`src/rtl/aes_key_sched_ctrl.sv`:
```
// ============================================================================
// aes_key_sched_ctrl
// ----------------------------------------------------------------------------
// Iterative AES-128 key-schedule controller. A start request captures the
// cipher key, then ten expansion rounds are sequenced through a shared
// external 4-byte S-box over a req/ack handshake. All 11 round keys are kept
// in a register store and any one of them can be read by index, independent
// of the expansion FSM.
//
// Ports
//   clk         in   rising-edge clock
//   resetn      in   asynchronous active-low reset
//   start       in   single-cycle expand request (ignored while busy)
//   cipher_key  in   [row][col] byte = key byte 4*col+row
//   sbox_req    out  S-box request, high exactly while in SUB
//   sbox_in     out  RotWord of last column of the previous round key
//   sbox_ack    in   S-box result valid (sampled only while sbox_req is high)
//   sbox_out    in   SubWord(sbox_in)
//   key_sel     in   round-key index to read (0..15)
//   busy        out  expansion in progress (LOAD, SUB or XOR)
//   key_rdy     out  all round keys valid
//   round_key   out  registered store[key_sel], zero for key_sel > NUM_ROUNDS
//
// Build option
//   AES_KEY_SCHED_CACHE_EN : when defined, a start in DONE whose cipher_key
//   equals the stored key 0 is accepted but skips re-expansion (the FSM stays
//   in DONE). When undefined, every accepted start re-expands.
//
// NUM_ROUNDS is fixed at 10 (AES-128); other values are not supported.
// ============================================================================
module aes_key_sched_ctrl #(
    parameter int NUM_ROUNDS = 10
) (
    input  logic                  clk,
    input  logic                  resetn,
    input  logic                  start,
    input  logic [3:0][3:0][7:0]  cipher_key,
    output logic                  sbox_req,
    output logic [3:0][7:0]       sbox_in,
    input  logic                  sbox_ack,
    input  logic [3:0][7:0]       sbox_out,
    input  logic [3:0]            key_sel,
    output logic                  busy,
    output logic                  key_rdy,
    output logic [3:0][3:0][7:0]  round_key
);

    typedef logic [3:0][3:0][7:0] key_t;   // [row][col] bytes
    typedef logic [3:0][7:0]      word_t;  // one column, [row] bytes

    localparam logic [3:0] LAST_ROUND = 4'(NUM_ROUNDS);

    localparam logic [2:0] S_IDLE = 3'd0;
    localparam logic [2:0] S_LOAD = 3'd1;
    localparam logic [2:0] S_SUB  = 3'd2;
    localparam logic [2:0] S_XOR  = 3'd3;
    localparam logic [2:0] S_DONE = 3'd4;

    // ------------------------------------------------------------------------
    // State
    // ------------------------------------------------------------------------
    logic [2:0] state_q, state_d;
    logic [3:0] r_q, r_d;              // round currently being produced
    word_t      temp_q, temp_d;        // SubWord result captured on ack
    key_t       store_q [0:NUM_ROUNDS];
    key_t       store_d [0:NUM_ROUNDS];
    key_t       round_key_q, round_key_d;

    // ------------------------------------------------------------------------
    // Helpers
    // ------------------------------------------------------------------------
    function automatic logic [7:0] rcon(input logic [3:0] rnd);
        logic [7:0] rc;
        case (rnd)
            4'd1:    rc = 8'h01;
            4'd2:    rc = 8'h02;
            4'd3:    rc = 8'h04;
            4'd4:    rc = 8'h08;
            4'd5:    rc = 8'h10;
            4'd6:    rc = 8'h20;
            4'd7:    rc = 8'h40;
            4'd8:    rc = 8'h80;
            4'd9:    rc = 8'h1b;
            4'd10:   rc = 8'h36;
            default: rc = 8'h00;
        endcase
        return rc;
    endfunction

    // ------------------------------------------------------------------------
    // Previous round key (store[r-1]) and the round-key candidate built from it
    // ------------------------------------------------------------------------
    logic [3:0] prev_idx;
    key_t       prev_key;
    key_t       new_key;
    word_t      rot_word;
    logic       cache_hit;
    logic       start_go;

    always_comb begin
        // NOTE: every variable written in a combinational block gets a default
        // first, so no path leaves it unassigned and no latch is inferred.
        prev_idx = r_q - 4'd1;
        prev_key = '0;
        // Explicit mux over valid entries: an index outside 0..NUM_ROUNDS
        // (r=0 wraps to 15) simply selects nothing.
        for (int k = 0; k <= NUM_ROUNDS; k++) begin
            if (4'(k) == prev_idx) begin
                prev_key = store_q[k];
            end
        end
    end

    always_comb begin
        rot_word = '0;
        new_key  = '0;
        // RotWord: row i takes row (i+1)%4 of the last column.
        for (int i = 0; i < 4; i++) begin
            rot_word[i] = prev_key[(i + 1) % 4][3];
        end
        // Column 0 mixes in SubWord and rcon (row 0 only); columns 1..3 chain
        // off the freshly computed column to their left within this cycle.
        for (int i = 0; i < 4; i++) begin
            new_key[i][0] = prev_key[i][0] ^ temp_q[i] ^ ((i == 0) ? rcon(r_q) : 8'h00);
        end
        for (int c = 1; c < 4; c++) begin
            for (int i = 0; i < 4; i++) begin
                new_key[i][c] = prev_key[i][c] ^ new_key[i][c - 1];
            end
        end
    end

`ifdef AES_KEY_SCHED_CACHE_EN
    // Restarting with the key already expanded is a no-op.
    assign cache_hit = (state_q == S_DONE) && (cipher_key == store_q[0]);
`else
    assign cache_hit = 1'b0;
`endif

    assign start_go = start && ((state_q == S_IDLE) || (state_q == S_DONE)) && !cache_hit;

    // ------------------------------------------------------------------------
    // Next-state logic
    // ------------------------------------------------------------------------
    always_comb begin
        state_d = state_q;
        r_d     = r_q;
        temp_d  = temp_q;
        store_d = store_q;

        case (state_q)
            S_IDLE, S_DONE: begin
                if (start_go) begin
                    state_d = S_LOAD;
                    r_d     = 4'd1;
                end
            end

            S_LOAD: begin
                store_d[0] = cipher_key;
                state_d    = S_SUB;
            end

            S_SUB: begin
                if (sbox_ack) begin
                    temp_d  = sbox_out;
                    state_d = S_XOR;
                end
            end

            S_XOR: begin
                for (int k = 1; k <= NUM_ROUNDS; k++) begin
                    if (4'(k) == r_q) begin
                        store_d[k] = new_key;
                    end
                end
                r_d     = r_q + 4'd1;
                state_d = (r_q == LAST_ROUND) ? S_DONE : S_SUB;
            end

            default: state_d = S_IDLE;
        endcase
    end

    // Read port: independent of the FSM, zero for indices beyond the store.
    always_comb begin
        round_key_d = '0;
        for (int k = 0; k <= NUM_ROUNDS; k++) begin
            if (4'(k) == key_sel) begin
                round_key_d = store_q[k];
            end
        end
    end

    // ------------------------------------------------------------------------
    // Registers
    // ------------------------------------------------------------------------
    // NOTE: state is updated with non-blocking assignments so every flop
    // samples pre-edge values regardless of statement order.
    always_ff @(posedge clk or negedge resetn) begin
        if (!resetn) begin
            state_q     <= S_IDLE;
            r_q         <= '0;
            temp_q      <= '0;
            round_key_q <= '0;
        end else begin
            state_q     <= state_d;
            r_q         <= r_d;
            temp_q      <= temp_d;
            round_key_q <= round_key_d;
        end
    end

    // NOTE: the key store is reset on purpose: reads of keys not yet written
    // must return zero, and a reset must wipe key material.
    always_ff @(posedge clk or negedge resetn) begin
        if (!resetn) begin
            for (int k = 0; k <= NUM_ROUNDS; k++) begin
                store_q[k] <= '0;
            end
        end else begin
            for (int k = 0; k <= NUM_ROUNDS; k++) begin
                store_q[k] <= store_d[k];
            end
        end
    end

    // ------------------------------------------------------------------------
    // Outputs
    // ------------------------------------------------------------------------
    assign sbox_req  = (state_q == S_SUB);
    // Held at zero outside SUB so the bus is quiet when not requesting.
    assign sbox_in   = (state_q == S_SUB) ? rot_word : '0;
    assign busy      = (state_q == S_LOAD) || (state_q == S_SUB) || (state_q == S_XOR);
    assign key_rdy   = (state_q == S_DONE);
    assign round_key = round_key_q;

endmodule

```
`config.mk`:
```
export PLATFORM = sky130hd
export DESIGN_NAME = aes_key_sched_ctrl
export DESIGN_NICKNAME = d
export VERILOG_FILES = /design/src/rtl/aes_key_sched_ctrl.sv
export SDC_FILE = /design/constraint.sdc
export NUM_CORES = 2
export LEC_CHECK = 0
export ABC_AREA = 1
export CAP_MARGIN = 25
export CORE_UTILIZATION = 35
export CTS_BUF_LIST = sky130_fd_sc_hd__clkbuf_8
export DETAILED_ROUTE_END_ITERATION = 10
export PLACE_DENSITY = 0.49
export SYNTH_ARGS = -nofsm -noshare
export SYNTH_HDL_FRONTEND = slang
export SYNTH_SLANG_ARGS = --single-unit
```
`constraint.sdc`:
```
create_clock -name clk -period 11 [get_ports clk]
set_clock_uncertainty 0.2 [all_clocks]
set_input_delay 3.3 -clock clk [delete_from_list [all_inputs] [get_ports clk]]
set_output_delay 3.3 -clock clk [all_outputs]
set_load 0.005 [all_outputs]
```
==> flow_metrics.py <==
metrics = {
    "run_status": {
        "outcome": "complete, no violations",
    },
    "placement": {
        "port_buffers": 330,
        "placed_cells": 14046,
        "dp_hpwl_mm": 281,
        "place.gp.congestion": 0.977,
    },
    "clocking": {
        "htree_levels": 5,
        "ctsRootBufferMaster": "clkbuf_8",
        "clock_sinks": 1575,
        "cts_tree": "yes",
        "cts_hold_buf": 0,
        "cts_setup_buffers": 0,
        "ctsResizeCount": 0,
        "clockBufferDepth": 4,
        "clk_latency_ps": 1110,
        "clkSlewWorstSetupHoldPaths_ps": 60,
        "cts_made_buffers": 315,
    },
    "global_routing": {
        "use_met3_pct": 11.9,
        "grt_start_max_net_pins": 166,
        "grt.overflow.total": 0,
        "grt_usage_pct": 36.1,
        "antenna_found_initial": 41,
        "grt_pass1_vias": 77980,
        "grt-busiest-layer": "met2",
        "use_met2_pct": 49.8,
        "grtUsageMet1_pct": 49.0,
        "grt_pass1_wl_mm": 611,
    },
    "synth": {
        "synth.avg_cell_area_sq_um": 7.47,
        "async_flop_share_pct": 100,
        "synth-edff-count": 0,
        "synth_fp_nets": 11283,
        "ys_types": 57,
        "yosysSeqAreaShare_pct": 47.5,
        "yosys_most_used_dff": "dfrtp_1",
        "synthCells": 11107,
        "netlist_area_sq_mm": 0.0829,
        "synth_warnings": 0,
        "ys_seq_elements": 1575,
    },
    "floorplan": {
        "core_area_sq_mm": 0.235,
        "fp-row-count": 178,
        "initial_core_util_pct": 35.2,
        "die-area_sq_mm": 0.239,
        "dieWidth_um": 489,
        "ios": 331,
        "die_h_um": 489,
    },
    "timing": {
        "hold_viol_final": 0,
        "fin_crit_sh_pct": 90.9,
        "fin_crit_ps": 10000,
        "tightest_slew_ps": 1270,
        "totalNegativeSetupSlack_ps": 0,
        "setup_violations": 0,
        "slew_headroom_pct": 14.3,
        "rsz0062_at_grt": "false",
        "fmax_mhz": 100,
        "drv_slew": 0,
    },
    "detailed_routing": {
        "wirelength_mm": 438,
        "dr.first_iter.drc_count": 11545,
        "ant_nets": 0,
        "vias": 84086,
        "vias_per_cell": 5.76,
        "routedWlPerCell_um": 30.0,
        "first_pass_iters": 9,
        "drc": 0,
    },
    "critical_path": {
        "crit_path_max_fanout": 18,
        "cp.arrival_ps": 6500,
        "cp_top_family": "simple AND/OR/NAND/NOR gates",
        "cp-end-kind": "output pin",
        "critical_path_class": "flip-flop to output pin",
        "crit_top_cell": "nor2_1",
        "required_ps": 7500,
        "worstPathCellList": "inv_1, ha_1, nor2_4, nor2_8, nand2_2, nor2_4, nand2_2, nor2_1, o22ai_1, o211ai_1, a21oi_1, nor2_1, o21bai_1, nand2_1, o21ai_1, nor2_1, clkdlybuf4s50_1",
        "max_stage_delay_ps": 770,
        "slowest_stage": "nor2_4",
        "cp-start-kind": "flip-flop",
        "cp_num_buf_inv": 2,
    },
    "layout": {
        "layout-drive-gt1-share_pct": 8.50,
        "finalNetCount": 11396,
        "nFillCells": 24262,
        "final_cells": 14604,
        "area_growth_pct": 15.3,
    },
    "worst_hold_path": {
        "hp-class": "flip-flop to flip-flop",
    },
    "job": {
        "max-cap-violations": 0,
    },
}
==> layout by cell type (no fill, tap or decap), types with 15 or more instances in the layout <==
cell / instances
a2111oi_0: 17
a21oi_1: 225
a221oi_1: 111
a22o_1: 30
a31oi_1: 30
buf_12: 15
buf_4: 207
clkbuf_8: 402
clkdlybuf4s50_1: 329
clkinv_2: 29
dfrtp_1: 1575
diode_2: 24
inv_1: 1113
inv_2: 20
inv_6: 15
mux2_2: 70
nand2_1: 3593
nand2_2: 21
nand3_1: 889
nand3_2: 60
nand3b_1: 20
nand4_1: 79
nor2_1: 411
nor2_4: 17
o2111ai_1: 94
o211ai_1: 64
o21ai_0: 1277
o21ai_1: 278
o21bai_1: 54
o221ai_1: 38
o22ai_1: 147
or2_0: 35
or2_2: 57
==> stage by stage <==
stage	hold slack (ps)	util (%)	cell area (sq um)	setup slack (ps)
after floorplan	249	-	82900	4600
after global placement	263	37.9	89300	2400
after detailed placement	265	38.0	89400	2440
after CTS	281	40.6	95500	1250
after global routing	293	40.6	95600	928
final	280	40.6	95700	1000
==> path summary, 6_finish.rpt <==
check	startpoint	endpoint	slack (ps)	cells after the start
max	r_q[0]	sbox_in[1]	1000	17
max reg2reg	r_q[0]	store_q[1180]	3080	27
min	store_q[1197]	store_q[1197]	280	2
max in group asynchronous	resetn	round_key[28]	6430	3
min in group asynchronous	resetn	store_q[1333]	2000	1
min reg2reg	store_q[1197]	store_q[1197]	280	2
==> layer usage <==
layer  wire (um)  vias up
li1            -    36623
met1      181000    41073
met5         136        -
met3       54700     1030
met4       27500       22
met2      175000     5338
==> cell type report <==
class / instances / area [sq um] / share of cell area, %
Sequential cell: 1575 / 39400 / 41.2
Clock inverter: 125 / 587 / 0.613
Inverter: 1070 / 4110 / 4.29
Antenna cell: 24 / 60.1 / 0.0628
Clock buffer: 402 / 5530 / 5.78
Timing Repair Buffer: 557 / 5310 / 5.55
Multi-Input combinational cell: 7701 / 36700 / 38.4
Tap cell: 3150 / 3940 / 4.12
==> logic make-up (layout without fill, tap and decap cells) <==
logic type	Yosys count	in the layout	synth area share [%]
multiplexers	70	70	0.950
buffers and inverters	1831	2154	8.52
other	0	24	0
AO/OA/AOI/OAI	2387	2387	16.4
adder cells (fa/ha/maj)	8	8	0.121
flip-flops	1575	1575	47.5
AND/OR/NAND/NOR	5228	5228	26.4
XOR/XNOR	8	8	0.0845
==> sequential cells by signal (all words and copies together), names as in the netlist <==
name,flops
r_q,4
round_key,128
state_q,3
temp_q,32
store_q,1408
==> Yosys cell counts (all sizes together) (7+ instances only) <==
cell,count,area (sq um)
nand3,952,5080
nand2,3621,13700
buf,159,785
dfrtp,1575,39400
o22ai,147,920
o221ai,38,333
nor3,14,81.3
nand3b,28,240
clkbuf,602,2260
o21bai,54,405
o21ai,1555,7780
nor4,8,50.1
nor2,432,1680
xor2,7,61.3
a221oi,111,972
clkinv,13,50.0
o211ai,64,480
a2111oi,17,149
or2,94,588
ha,8,100
a31oi,30,188
o2111ai,94,823
mux2,70,788
a21oi,227,1140
a22o,30,263
nand4,79,494
inv,1057,3970
==> worst min-delay path, delay by kind of cell, from the launching register on <==
kind            cells  cell delay [ps]
flops               1              340
simple gates        1               50
compound gates      1               50
Power is left out: the tool's default activity adds up to more than one toggle a clock period on the data nets, which glitch-free logic cannot reach.
